**src/rtl/morse_tx.sv**
```systemverilog
`default_nettype none
// ============================================================================
// Module      : morse_tx
// Description : Morse code transmitter. Accepts 6-bit character codes over a
//               valid/ready handshake and keys them onto a single on/off
//               output with standard Morse timing (dot = 1 unit, dash = 3,
//               inter-symbol space = 1, character gap and word gap set by
//               parameters). Contains its own unit-time counter.
//               Code map: 0-25 = A-Z, 26-35 = 0-9, 36 = word space,
//               37-63 = invalid (flagged on code_err).
// Ports       : clk_100MHz  in   system clock, rising edge
//               reset       in   asynchronous, active-low reset
//               char_data   in   [5:0] character code
//               char_valid  in   source has a character
//               char_ready  out  block can accept a character
//               tx_out      out  keyed output, 1 = mark
//               busy        out  character or gap in progress
//               code_err    out  one-cycle pulse on accepted invalid code
// Revision    : 1.0 - initial release
// ============================================================================
module morse_tx #(
  parameter int UNIT_CYCLES    = 6_000_000,
  parameter int CHAR_GAP_UNITS = 3,
  parameter int WORD_GAP_UNITS = 4
) (
  input  logic       clk_100MHz,
  input  logic       reset,
  input  logic [5:0] char_data,
  input  logic       char_valid,
  output logic       char_ready,
  output logic       tx_out,
  output logic       busy,
  output logic       code_err
);

  localparam int              CNT_W         = (UNIT_CYCLES > 1) ? $clog2(UNIT_CYCLES) : 1;
  localparam logic [CNT_W-1:0] CNT_LAST      = CNT_W'(UNIT_CYCLES - 1);
  localparam logic [2:0]       CHAR_GAP_LAST = 3'(CHAR_GAP_UNITS - 1);
  localparam logic [2:0]       WORD_GAP_LAST = 3'(WORD_GAP_UNITS - 1);

  typedef enum logic [2:0] {
    S_IDLE     = 3'd0,
    S_MARK     = 3'd1,
    S_SPACE    = 3'd2,
    S_CHAR_GAP = 3'd3,
    S_WORD_GAP = 3'd4
  } state_t;

  state_t           state, state_nx;
  logic [CNT_W-1:0] unit_cnt, unit_cnt_nx;
  logic [2:0]       units, units_nx;
  logic [2:0]       sym_idx, sym_idx_nx;
  logic [4:0]       pat, pat_nx;
  logic             err_nx;

  logic [7:0]       rom_entry;
  logic [2:0]       rom_len;
  logic [4:0]       rom_pat;
  logic             accept;
  logic             unit_done;
  logic [2:0]       units_last;
  logic             phase_end;

  // Character ROM: {len, pat}; symbols sent MSB-first from pat[len-1:0],
  // 1 = dash, 0 = dot.
  always_comb begin
    rom_entry = 8'h00;
    case (char_data)
      6'd0:  rom_entry = {3'd2, 5'b00001}; // A .-
      6'd1:  rom_entry = {3'd4, 5'b01000}; // B -...
      6'd2:  rom_entry = {3'd4, 5'b01010}; // C -.-.
      6'd3:  rom_entry = {3'd3, 5'b00100}; // D -..
      6'd4:  rom_entry = {3'd1, 5'b00000}; // E .
      6'd5:  rom_entry = {3'd4, 5'b00010}; // F ..-.
      6'd6:  rom_entry = {3'd3, 5'b00110}; // G --.
      6'd7:  rom_entry = {3'd4, 5'b00000}; // H ....
      6'd8:  rom_entry = {3'd2, 5'b00000}; // I ..
      6'd9:  rom_entry = {3'd4, 5'b00111}; // J .---
      6'd10: rom_entry = {3'd3, 5'b00101}; // K -.-
      6'd11: rom_entry = {3'd4, 5'b00100}; // L .-..
      6'd12: rom_entry = {3'd2, 5'b00011}; // M --
      6'd13: rom_entry = {3'd2, 5'b00010}; // N -.
      6'd14: rom_entry = {3'd3, 5'b00111}; // O ---
      6'd15: rom_entry = {3'd4, 5'b00110}; // P .--.
      6'd16: rom_entry = {3'd4, 5'b01101}; // Q --.-
      6'd17: rom_entry = {3'd3, 5'b00010}; // R .-.
      6'd18: rom_entry = {3'd3, 5'b00000}; // S ...
      6'd19: rom_entry = {3'd1, 5'b00001}; // T -
      6'd20: rom_entry = {3'd3, 5'b00001}; // U ..-
      6'd21: rom_entry = {3'd4, 5'b00001}; // V ...-
      6'd22: rom_entry = {3'd3, 5'b00011}; // W .--
      6'd23: rom_entry = {3'd4, 5'b01001}; // X -..-
      6'd24: rom_entry = {3'd4, 5'b01011}; // Y -.--
      6'd25: rom_entry = {3'd4, 5'b01100}; // Z --..
      6'd26: rom_entry = {3'd5, 5'b11111}; // 0
      6'd27: rom_entry = {3'd5, 5'b01111}; // 1
      6'd28: rom_entry = {3'd5, 5'b00111}; // 2
      6'd29: rom_entry = {3'd5, 5'b00011}; // 3
      6'd30: rom_entry = {3'd5, 5'b00001}; // 4
      6'd31: rom_entry = {3'd5, 5'b00000}; // 5
      6'd32: rom_entry = {3'd5, 5'b10000}; // 6
      6'd33: rom_entry = {3'd5, 5'b11000}; // 7
      6'd34: rom_entry = {3'd5, 5'b11100}; // 8
      6'd35: rom_entry = {3'd5, 5'b11110}; // 9
      default: rom_entry = 8'h00;
    endcase
  end

  assign rom_len = rom_entry[7:5];
  assign rom_pat = rom_entry[4:0];

  // char_ready is high exactly in IDLE, so it doubles as the accept qualifier.
  assign accept    = char_valid & char_ready;
  assign unit_done = (unit_cnt == CNT_LAST);

  // Index of the last unit of the current phase.
  always_comb begin
    units_last = 3'd0;
    case (state)
      S_MARK:     units_last = pat[sym_idx] ? 3'd2 : 3'd0;
      S_SPACE:    units_last = 3'd0;
      S_CHAR_GAP: units_last = CHAR_GAP_LAST;
      S_WORD_GAP: units_last = WORD_GAP_LAST;
      default:    units_last = 3'd0;
    endcase
  end

  assign phase_end = unit_done && (units == units_last);

  // Next-state and datapath logic.
  always_comb begin
    state_nx    = state;
    unit_cnt_nx = unit_done ? '0 : unit_cnt + 1'b1;
    units_nx    = units;
    sym_idx_nx  = sym_idx;
    pat_nx      = pat;
    err_nx      = 1'b0;

    if (phase_end) begin
      units_nx = 3'd0;
    end else if (unit_done) begin
      units_nx = units + 3'd1;
    end

    case (state)
      S_IDLE: begin
        // Every phase starts with fresh counters.
        unit_cnt_nx = '0;
        units_nx    = 3'd0;
        if (accept) begin
          if (char_data <= 6'd35) begin
            pat_nx     = rom_pat;
            sym_idx_nx = rom_len - 3'd1;
            state_nx   = S_MARK;
          end else if (char_data == 6'd36) begin
            state_nx = S_WORD_GAP;
          end else begin
            err_nx = 1'b1;
          end
        end
      end
      S_MARK: begin
        if (phase_end) begin
          if (sym_idx == 3'd0) begin
            state_nx = S_CHAR_GAP;
          end else begin
            state_nx   = S_SPACE;
            sym_idx_nx = sym_idx - 3'd1;
          end
        end
      end
      S_SPACE: begin
        if (phase_end) state_nx = S_MARK;
      end
      S_CHAR_GAP, S_WORD_GAP: begin
        if (phase_end) state_nx = S_IDLE;
      end
      default: state_nx = S_IDLE;
    endcase
  end

  // All outputs are registered from the next-state value so they change
  // on the same edge as the state itself.
  always_ff @(posedge clk_100MHz or negedge reset) begin
    if (!reset) begin
      state      <= S_IDLE;
      unit_cnt   <= '0;
      units      <= 3'd0;
      sym_idx    <= 3'd0;
      pat        <= 5'd0;
      char_ready <= 1'b1;
      tx_out     <= 1'b0;
      busy       <= 1'b0;
      code_err   <= 1'b0;
    end else begin
      state      <= state_nx;
      unit_cnt   <= unit_cnt_nx;
      units      <= units_nx;
      sym_idx    <= sym_idx_nx;
      pat        <= pat_nx;
      char_ready <= (state_nx == S_IDLE);
      tx_out     <= (state_nx == S_MARK);
      busy       <= (state_nx != S_IDLE);
      code_err   <= err_nx;
    end
  end

endmodule
`default_nettype wire
```
**config.mk**
```make
export PLATFORM = sky130hd
export DESIGN_NAME = morse_tx
export DESIGN_NICKNAME = d
export VERILOG_FILES = /design/src/rtl/morse_tx.sv
export SDC_FILE = /design/constraint.sdc
export NUM_CORES = 1
export LEC_CHECK = 0
export BUFFER_PORTS_ARGS = -buffer_cell sky130_fd_sc_hd__buf_2
export CAP_MARGIN = 20
export CORE_ASPECT_RATIO = 0.75
export CORE_MARGIN = 2
export CORE_UTILIZATION = 60
export CTS_BUF_LIST = sky130_fd_sc_hd__clkbuf_8
export CTS_CLUSTER_DIAMETER = 50
export DETAILED_ROUTE_END_ITERATION = 8
export GPL_TIMING_DRIVEN = 0
export PLACE_DENSITY = 0.78
export SLEW_MARGIN = 20
export SYNTH_ARGS = -nofsm -noshare
export SYNTH_HDL_FRONTEND = slang
export SYNTH_SLANG_ARGS = --single-unit
```
**constraint.sdc**
```tcl
create_clock -name clk_100MHz -period 2.9 [get_ports clk_100MHz]
set_clock_uncertainty 0.2 [all_clocks]
set_input_delay 0.435 -clock clk_100MHz [delete_from_list [all_inputs] [get_ports clk_100MHz]]
set_output_delay 0.435 -clock clk_100MHz [all_outputs]
set_load 0.01 [all_outputs]
```
==> impl_results.md, run 1 <==
- Endpoints failing setup: 0
- CTS H-Tree Depth: 2
- WL per Instance: 14.9 µm
- Top cells by area, synth: dfrtp_1 (37%), nor2_1 (5.6%), xor2_1 (4.3%)
- Die footprint: 5020 µm²
- Largest family of logic cells by synthesized area: simple AND/OR/NAND/NOR gates
- Unique masters post-synth: 57
- Congestion Overflow GR: 0
- # clock sinks: 41
- Post-Synthesis Cell Area: 2680 µm²
- Fraction of registers with async set/reset: 100%
- Cell taking the most area after synthesis: dfrtp_1
- TritonCTS clock tree: done
- Mux share of post-synthesis cell area: under 10%
- Synth cell count leaders: dfrtp_1 (40), nor2_1 (40), nand2_1 (27)
- Reg2Reg Depth: 7
- Initial antenna violation count: 0
- Die Span X: 81.1 µm
- Multi-input gate area: 1540 µm²
- DRC viols: 0
- Num rows: 21
- Die height: 61.8 µm
- Clock Tree Root: clkbuf_8
- Critical Path Start: char_data[2]
- Worst r2r src: unit_cnt[14]
- Maxcap violations: 0
- Minimum clock period: 2.66 ns
- Seq cells post-synth: 41
- Max VDD drop: 404 µV
- # IOs: 13
- Pre-antenna DRT Iters: 5
- IO Port Bufs: 9
- Setup crit end kind: flop
- HP Class: in -> async
- Setup crit start kind: primary input
- Hold WS: 0.0507 ns
- RSZ-0062 raised after global routing: false
- Antenna Nets Post-Route: 0
- DP HPWL: 4030 µm
- Status: finished, final reports clean
- Sequential fraction of the synthesis area: 38.4%
- Pwr dens: 669 nW/µm²
- CP Cell Sequence: clkbuf_1 > clkbuf_1 > nor2_1 > a21oi_1 > o221ai_1 > a211oi_1 > a21oi_1 > ha_1 > nand2b_1 > a311oi_1 > a211oi_1
- Mean Syn Cell Area: 8.66 µm²
- Max_slew headroom: between 30% and 40%
- Vias per inst: 5.95
- Worst setup path end: sym_idx[2]
- YS warnings: 0
- Worst skew pair latency: 0.30 ns
- Max Fanout on Critical Path: 10
- Via count: about 2300
- Final Hold Violating Endpoints: 0
- # nets final: 340
- Final Max Slew Viols: 0
- P_leak: 0.00125 µW
- Complex-gate fraction of the synthesized area: 16.3%
- Synth Net Count: 325
- Largest net degree at the start of global routing: 42
- Synth Area in Adders: roughly 3.3%
- GR Util All Layers: 24.4%
- Top-area cell type share of the netlist area: between 30% and 40%
- Crit path required time: 2.89 ns
- Fraction of layout cells with a size suffix above 1: 10.5%
- Xor/xnor cell area share of the yosys netlist: 7.20%
- Tcrit/Tclk final: 91.8%
- Reg area: 1030 µm²
- WL final: 5690 µm
- Slowest stage delay, CP: 0.41 ns
- Synth-to-Final Area Change: 9.86%
- Reg2Reg Setup Slack: 0.27 ns
- Setup CP Type: in -> reg
- Initial core utilization: around 61%
- Clock Tree Buf Depth: 2
- Worst endpoint data arrival time: 2.65 ns
- CORE AREA: roughly 4400 µm²
- Vias in the first global route: 1957
- Total CTS buffers: 5
- Worst-Margin Slew: around 0.90 ns
- Post-Synth Simple-Gate Area: 26.5%
- Synth Flop Type: dfrtp_1
- Initial DRC Count: 235
- Antenna diode count: 0
- Cell count after synthesis: 309
- Worst r2r dst: char_ready
- Number of enable flip-flop cells after synthesis: 0
- Routability cong.: 0.917
- Fillers: 356
- Global-route wire length before repair: 9350 µm
- Clk slew on worst S/H paths: about 0.090 ns
- Sum of negative setup slack: 0 ns
- Max stage delay cell, worst path: clkbuf_1
- Max Fclk: 376 MHz
## area by class of cell
type                            instances  share of cell area [%]
Tap cell                               57                    2.43
Sequential cell                        41                    34.9
Clock buffer                            5                    2.34
Multi-Input combinational cell        238                    52.3
Buffer                                 18                    2.68
Timing Repair Buffer                    9                    1.53
Inverter                               11                    1.40
Clock inverter                          3                    2.34
## worst max-delay path: cells and delay by family
kind | cells | cell delay (ns)
fa+ha+maj | 1 | 0.22
compound gates | 6 | 1.01
buf+inv | 2 | 0.74
simple gates | 2 | 0.26
## where the power goes
| part | total (µW) | leakage (µW) | switching [µW] | internal (µW) |
|---|---|---|---|---|
| sequential | 759 | 0.000541 | 83.5 | 676 |
| clock | 561 | 0.0000687 | 214 | 347 |
| combinational | 646 | 0.000639 | 392 | 254 |
## registers in the layout, summed over array words and instances (netlist names)
register    cells
units           3
unit_cnt       23
tx_out          1
busy            1
char_ready      1
sym_idx         3
code_err        1
state           3
pat             5
## kinds of logic (layout without fill, tap and decap cells)
group                      after synthesis  count (layout)
adders and majority gates                7               7
xor gates and xnor gates                22              22
and+or+nand+nor                        135             135
buffers and inverters                   30              46
AOI/OAI and AO/OA                       65              65
muxes                                    9               9
DFF                                     41              41
## metrics by stage
stage	cells	instance area (µm²)	setup WS, ns	utilization, %	total power, µW
after CTS	383	2930	0.0704	66.8	1960
after detailed placement	375	2790	-0.255	63.6	1400
after floorplan	309	2680	0.150	-	1230
after global placement	375	2790	-0.271	63.6	1380
final	382	2940	0.238	67.0	1970
after global routing	382	2940	0.0529	67.0	2100
## cell usage in the layout, fill, tap and decap left out, types with 2 or more instances in the layout
master	count
bufinv_16	2
o211ai_1	3
a22o_1	2
clkbuf_8	5
nor2_1	40
o221ai_1	3
or2_2	2
and2_1	2
nor4_1	2
xor2_1	13
o21a_1	4
dfrtp_1	40
nand4_1	9
mux2i_1	7
nand2b_1	6
o21ai_0	13
a211oi_1	2
nand3_1	9
o22ai_1	3
a21oi_1	21
and3_1	5
inv_1	11
nor3_1	9
o21bai_1	2
nor2b_1	2
or3b_1	2
or3_1	6
and4_1	2
xnor2_1	9
nand3b_1	3
nand2_1	27
clkbuf_1	13
clkbuf_2	2
ha_1	7
buf_2	10
## metal layers
layer / track usage (%) / vias to the layer above / wire length [µm]
met4: 6.54 / 0 / 43
met2: 34.7 / 65 / 2440
met3: 5.20 / 4 / 266
li1: - / 1124 / -
met5: 0 / - / 0
met1: 37.4 / 1078 / 2930
## what timing repair did
action                                  CTS  global route
resized for setup                         0             7
hold buffers                              0             0
endpoints found under the hold margin     0             0
buffers inserted                          0             0
endpoints found under the setup margin    0             2
## worst min-delay path by stage
stage | startpoint | to | cells past startpoint
CTS | reset | busy | 1
finish | reset | busy | 1
floorplan | reset | busy | 0
global placement | pat[0] | pat[0] | 2
global route | reset | state[2] | 1
detailed placement | pat[4] | pat[4] | 2
(Power assumes the default switching activity.)
==> run 2: changes to the inputs <==
--- a/config.mk
+++ b/config.mk
@@ -5,10 +5,10 @@
 export SDC_FILE = /design/constraint.sdc
 export NUM_CORES = 1
 export LEC_CHECK = 0
+export ABC_AREA = 1
 export BUFFER_PORTS_ARGS = -buffer_cell sky130_fd_sc_hd__buf_2
 export CAP_MARGIN = 20
 export CORE_ASPECT_RATIO = 0.75
-export CORE_MARGIN = 2
 export CORE_UTILIZATION = 60
 export CTS_BUF_LIST = sky130_fd_sc_hd__clkbuf_8
 export CTS_CLUSTER_DIAMETER = 50
==> run 2 against run 1 <==
Net effect: synthesized area grew 5.0%; synthesized cell count rose by 22%; wire length up 11%; combinational power fell by 88%; worst hold slack improved by 0.026 ns; sequential cell count is the same; critical endpoint unchanged.
==> impl_results.md, run 2 <==
- Post-Synthesis Cell Area: 2810 µm² (+5.0%)
- Fraction of registers with async set/reset: 100% (unchanged)
- Status: finished, final reports clean
- Worst-Margin Slew: 0.921 ns (+0.0193 ns)
- Fillers: 385 (+8.1%)
- Seq cells post-synth: 41 (unchanged)
- Most flop-heavy register: unit_cnt
- Reg area: 1030 µm² (unchanged)
- Num rows: 21 (unchanged)
- Die Span X: 81.0 µm (about the same)
- Mean Syn Cell Area: 7.44 µm² (-14%)
- CTS H-Tree Depth: 2 (unchanged)
- Max Fanout on Critical Path: 5 (-5)
- RSZ-0062 raised after global routing: false
- # nets final: 413 (+21%)
- WL final: 6320 µm (+11%)
- Final Hold Violating Endpoints: 0 (unchanged)
- Clock Tree Root: clkbuf_8
- # clock sinks: 41 (unchanged)
- Area of placed instances: 2940 µm² (+5.4%)
- Setup CP Type: in -> reg
- Number of flip-flops in the largest register: 23 (unchanged)
- Cells after DPL: 447 (+19%)
- Fraction of layout cells with a size suffix above 1: 17.6% (+7.1 points)
- Crit path required time: 2.89 ns (about the same)
- DP HPWL: 4740 µm (+17%)
- Minimum clock period: 2.23 ns (-0.436 ns)
- Top cells by area, synth: dfrtp_1 (36%), nand2_1 (11%), inv_1 (6.4%)
- Most frequent cells in the layout: nand2_1 (80), inv_1 (50), dfrtp_1 (40), nor2_1 (36), a21oi_1 (28)
- Util after Layout: 67.5% (+0.49 points)
- TritonCTS clock tree: done
- Sequential fraction of the synthesis area: 36.5% (-1.8 points)
- WL per Instance: 13.9 µm (-6.7%)
- Synth Flop Type: dfrtp_1
- Max_slew headroom: 38.6% (-1.3 points)
- Global-route wire length before repair: 10500 µm (+13%)
- Largest net degree at the start of global routing: 42 (unchanged)
- Synth-to-Final Area Change: 7.88%
- DRC viols: 0 (unchanged)
- Worst endpoint data arrival time: 2.21 ns (-0.44 ns)
- Design area: 3030 µm² (+3.1%)
- Top-area cell type share of the netlist area: 35.6% (-1.8 points)
- Pwr dens: 339 nW/µm² (-49%)
- Vias in the first global route: 2271 (+16%)
- Worst skew pair latency: 0.30 ns (about the same)
- YS warnings: 0 (unchanged)
- HP Class: in -> async
- Initial antenna violation count: 0 (unchanged)
- Tcrit/Tclk final: 76.7% (-15 points)
- Initial core utilization: 62.6% (+1.6 points)
- CORE AREA: 4490 µm² (+2.4%)
- Setup crit end kind: flop
- Multi-input gate area: 1550 µm² (+0.65%)
- Setup crit start kind: primary input
- CTS resizes: 0 (unchanged)
- Reg2Reg Depth: 14 (+7)
- Unique masters post-synth: 45 (-21%)
- Antenna diode count: 0 (unchanged)
- Hold WS: 0.0768 ns (+0.0260 ns)
- IO Port Bufs: 12 (+3)
- Max VDD drop: 311 µV (-23%)
- Commonest non-fill, non-tap cell in the layout: nand2_1
- # IOs: 13 (unchanged)
- Clock Tree Buf Depth: 2 (unchanged)
- Largest registers: unit_cnt x23, pat x5
- Sum of negative setup slack: 0 ns (unchanged)
- Antenna Nets Post-Route: 0 (unchanged)
- Cell taking the most area after synthesis: dfrtp_1
- P_leak: 0.00148 µW (+19%)
- Post-CTS setup buffer count: 0 (unchanged)
- Congestion Overflow GR: 0 (unchanged)
- Maxcap violations: 0 (unchanged)
- Number of enable flip-flop cells after synthesis: 0 (unchanged)
- Max Fclk: 449 MHz (+20%)
- Total CTS buffers: 5 (unchanged)
- Synth Net Count: 394 (+21%)
- Via count: 2593 (+14%)
- Cell count after synthesis: 378 (+22%)
- Endpoints failing setup: 0 (unchanged)
- Vias per inst: 5.70 (-4.1%)
- Die height: 61.3 µm (-0.91%)
- Pre-antenna DRT Iters: 5 (unchanged)
- # hold bufs at CTS: 0 (unchanged)
- Synth cell count leaders: nand2_1 (80), inv_1 (48), dfrtp_1 (40)
- Clk slew on worst S/H paths: 0.07 ns (-0.02 ns)
- GR Util All Layers: 28.2% (+3.8 points)
- Final non-filler cell total: 455 (+19%)
- Initial DRC Count: 254 (+8.1%)
- Die footprint: 4970 µm² (-1.0%)
- Final Max Slew Viols: 0 (unchanged)
- Routability cong.: 0.914 (-0.27%)
- Count leader, synth: nand2_1
-- run 2: changes by cell type after synthesis, moves of 6 or more --
cell	before	now
nand3_1	9	19
mux2i_1	7	0
xor2_1	13	1
nor2_2	0	8
clkbuf_1	16	0
nand2_2	1	9
nand2_1	27	80
inv_1	11	48
nand2b_1	6	0
o21ai_0	13	23
or3_1	6	0
a21oi_1	21	28
xnor2_1	9	1
-- run 2: final timing paths --
| check | slack [ns] | startpoint | endpoint |
|---|---|---|---|
| setup / recovery | 0.67 | char_data[1] | sym_idx[2] |
| min in group clk_100MHz | 0.28 | unit_cnt[0] | unit_cnt[0] |
| hold reg to reg | 0.28 | unit_cnt[0] | unit_cnt[0] |
| setup reg to reg | 0.75 | unit_cnt[0] | busy |
| hold / removal | 0.08 | reset | unit_cnt[4] |
| max in group asynchronous | 1.85 | reset | sym_idx[2] |
-- run 2: through the flow --
stage	power, µW	worst slack, ns
2_1_floorplan	626	0.801
3_3_place_gp	658	0.408
3_5_place_dp	658	0.409
4_1_cts	1030	0.718
5_1_grt	1070	0.505
6_report	1030	0.674
-- run 2: logic make-up after synthesis --
group | after synthesis | synth area share, %
flip-flops | 41 | 36.5
AND/OR/NAND/NOR | 197 | 36.9
adder cells (fa/ha/maj) | 7 | 3.12
buffers and inverters | 60 | 8.37
XOR/XNOR | 2 | 0.623
AO/OA/AOI/OAI | 71 | 14.5
-- run 2: area by class of cell --
cell class | count | area share (%)
multi-input cells | 277 | 51.1
well taps | 57 | 2.35
clock inverters | 2 | 0.248
flip-flops and latches | 41 | 33.9
inverters | 56 | 7.10
clock buffers | 6 | 2.72
plain buffers | 4 | 0.660
repair buffers | 12 | 1.98
-- run 2: critical path, stage by stage --
cell	delay, ns
buf_2	0.13
inv_1	0.10
ha_1	0.25
nand2_1	0.14
a21oi_1	0.22
o21ai_0	0.14
nand4_1	0.09
nand2_1	0.05
o21ai_0	0.11
ha_1	0.20
nand3b_1	0.11
nand2_1	0.07
o21a_1	0.16
-- run 2: metal layers --
metal | vias to the layer above | wire (µm) | GRT usage, %
met5 | - | 0 | 0
met4 | 0 | 29 | 7.14
li1 | 1277 | - | -
met2 | 105 | 2600 | 40.2
met3 | 4 | 531 | 7.85
met1 | 1207 | 3170 | 42.0
-- run 2: where the power goes --
part / internal, µW / total (µW) / leakage (µW) / switching, µW
sequential: 571 / 571 / 0.000508 / 0
combinational: 21.5 / 76.6 / 0.000921 / 55.1
clock: 187 / 380 / 0.0000538 / 193
total: 780 / 1030 / 0.00148 / 248
==> run 3: changes to the inputs <==
==> constraint.sdc (replaced) <==
create_clock -name clk_100MHz -period 2.15 [get_ports clk_100MHz]
set_clock_uncertainty 0.2 [all_clocks]
set_input_delay 0.3225 -clock clk_100MHz [delete_from_list [all_inputs] [get_ports clk_100MHz]]
set_output_delay 0.3225 -clock clk_100MHz [all_outputs]
set_load 0.01 [all_outputs]
==> run 3 against run 2 <==
Net effect: register-to-register slack got worse by 0.71 ns; critical path type is now reg -> reg; sequential power rose by 35%; cell area rose by 5.4%; count of clock-buffer cells in the layout is the same; largest cell class unchanged; sequential cell count did not move; sequential share of layout area decreased by 1.7 points.
==> impl_results.md, run 3 (same netlist as run 2, synthesis figures left out) <==
- Maxcap violations: 0 (unchanged)
- CP Cell Sequence: ha_2 > nand2_2 > nor2_4 > nand2_4 > nor2_4 > nand3b_4 > nor2_8 > buf_12 > nand3_4 > nand2_2 > nand2_4 > o21a_1
- Clock Tree Buf Depth: 2 (unchanged)
- Tcrit/Tclk final: 98.0%
- Congestion Overflow GR: 0 (unchanged)
- Final Hold Violating Endpoints: 0 (unchanged)
- Cells after DPL: 447 (unchanged)
- Fillers: 368 (-4.4%)
- TritonCTS clock tree: done
- GR Util All Layers: 28.6% (+0.39 points)
- Pre-CTS setup slack: -0.228 ns (-0.638 ns)
- Total power: 1400 µW (+36%)
- Crit path required time: 2.14 ns (-0.75 ns)
- Clock Tree Root: clkbuf_8
- Vias in the first global route: 2291 (+0.88%)
- Pre-antenna DRT Iters: 5 (unchanged)
- Max Fanout on Critical Path: 6 (+1)
- Minimum clock period: 2.11 ns
- Setup CP Type: reg -> reg
- Status: finished, final reports clean
- Final non-filler cell total: 466 (+2.4%)
- CORE AREA: 4490 µm² (unchanged)
- # nets final: 424 (+2.7%)
- Pwr dens: 437 nW/µm² (+29%)
- Initial core utilization: 62.6% (unchanged)
- Worst endpoint data arrival time: 2.10 ns (-0.11 ns)
- Setup ws final: 0.0430 ns (-0.631 ns)
- Total CTS buffers: 5 (unchanged)
- Setup crit end kind: flop
- Max_slew headroom: 38.3% (-0.31 points)
- Largest registers: unit_cnt x23, pat x5
- Worst-Margin Slew: 0.925 ns (+0.00470 ns)
- P_leak: 0.00154 µW (+3.8%)
- Vias per inst: 5.77 (+1.3%)
- Commonest non-fill, non-tap cell in the layout: nand2_1
- CP delay by family, top: simple AND/OR/NAND/NOR gates
- Endpoints failing setup: 0 (unchanged)
- CP bufs+invs: 1 (-1)
- Worst skew pair latency: 0.30 ns (about the same)
- Slowest stage delay, CP: 0.36 ns (+0.11 ns)
- Reg2Reg Setup Slack: 0.04 ns (-0.71 ns)
- IO Port Bufs: 12 (unchanged)
- DP HPWL: 4740 µm (unchanged)
- Die footprint: 4970 µm² (unchanged)
- # IOs: 13 (unchanged)
- Initial DRC Count: 242 (-4.7%)
- Max VDD drop: 429 µV (+38%)
- WL final: 6750 µm (+6.7%)
- Largest net degree at the start of global routing: 42 (unchanged)
- Antenna Nets Post-Route: 0 (unchanged)
- Number of flip-flops in the largest register: 23 (unchanged)
- Final Max Slew Viols: 0 (unchanged)
- Max stage delay cell, worst path: dfrtp_1
- Global-route wire length before repair: 10600 µm (+1.1%)
- HP Class: in -> reg
- Routability cong.: 0.914 (unchanged)
- DRC viols: 0 (unchanged)
- Num rows: 21 (unchanged)
- Sum of negative setup slack: 0 ns (unchanged)
- Fraction of layout cells with a size suffix above 1: 23.2% (+5.6 points)
- RSZ-0062 raised after global routing: true
- Most frequent cells in the layout: nand2_1 (74), inv_1 (48), dfrtp_1 (40), nor2_1 (34), a21oi_1 (26)
- Die height: 61.3 µm (unchanged)
- Die Span X: 81.0 µm (unchanged)
- Hold WS: 0.205 ns (+0.128 ns)
- Initial antenna violation count: 0 (unchanged)
- Antenna diode count: 0 (unchanged)
- CTS H-Tree Depth: 2 (unchanged)
- Clk slew on worst S/H paths: 0.08 ns (about the same)
- Max Fclk: 475 MHz
- WL per Instance: 14.5 µm (+4.2%)
- Via count: 2689 (+3.7%)
- Most flop-heavy register: unit_cnt
- # clock sinks: 41 (unchanged)
- Setup crit start kind: flop
- Synth-to-Final Area Change: 13.7%
## run 3: changes by cell type in the layout (fill, tap and decap cells not counted), moves of 2 or more
cell	delta
a21oi_1	-2
buf_4	+8
inv_1	-2
inv_2	+2
nand2_1	-6
nand2_2	+6
nor2_1	-2
o21ai_0	-2
o21ai_1	+2
## run 3: final cells by class
class | instances | area, µm² | area share [%]
plain buffers | 4 | 20.0 | 0.626
clock buffers | 6 | 82.6 | 2.58
clock inverters | 2 | 7.51 | 0.235
inverters | 56 | 215 | 6.73
multi-input cells | 277 | 1610 | 50.4
flip-flops and latches | 41 | 1030 | 32.1
well taps | 57 | 71.3 | 2.23
repair buffers | 23 | 161 | 5.05
## run 3: path summary, 6_finish.rpt
kind,startpoint,endpoint,depth (start not counted)
max,unit_cnt[1],sym_idx[2],12
min,char_data[5],pat[3],4
max reg2reg,unit_cnt[1],sym_idx[2],12
min reg2reg,unit_cnt[20],unit_cnt[20],1
max in group asynchronous,reset,sym_idx[2],2
min in group asynchronous,reset,code_err,2
## run 3: report_power, final
part	total [µW]	switching (µW)	internal, µW
combinational	107	76.2	30.5
sequential	770	0	770
clock	520	267	253
total	1400	344	1050
## run 3: what timing repair did
item	in CTS	in global routing
pin swaps	2	17
resized for setup	0	21
setup endpoints to repair	1	20
hold endpoints to repair	3	0
buffers inserted	3	7
hold buffers	1	0
## run 3: worst register-to-register path, cell delays in order, from the launching register on
cell,delay (ns)
dfrtp_1,0.36
ha_2,0.19
nand2_2,0.07
nor2_4,0.13
nand2_4,0.08
nor2_4,0.14
nand3b_4,0.13
nor2_8,0.16
buf_12,0.11
nand3_4,0.11
nand2_2,0.11
nand2_4,0.07
o21a_1,0.16
## run 3: layer usage
layer	track usage [%]	share of wire [%]
met4	7.14	0.59
met2	41.2	42
met5	0	0
met1	42.4	48
met3	7.85	9.6
## run 3: stage by stage
step                      util, %  instance area, µm²
final                        71.1                3200
after global routing         71.1                3200
after CTS                    68.2                3070
after detailed placement     65.5                2940
after global placement       65.5                2940
after floorplan                 -                2810
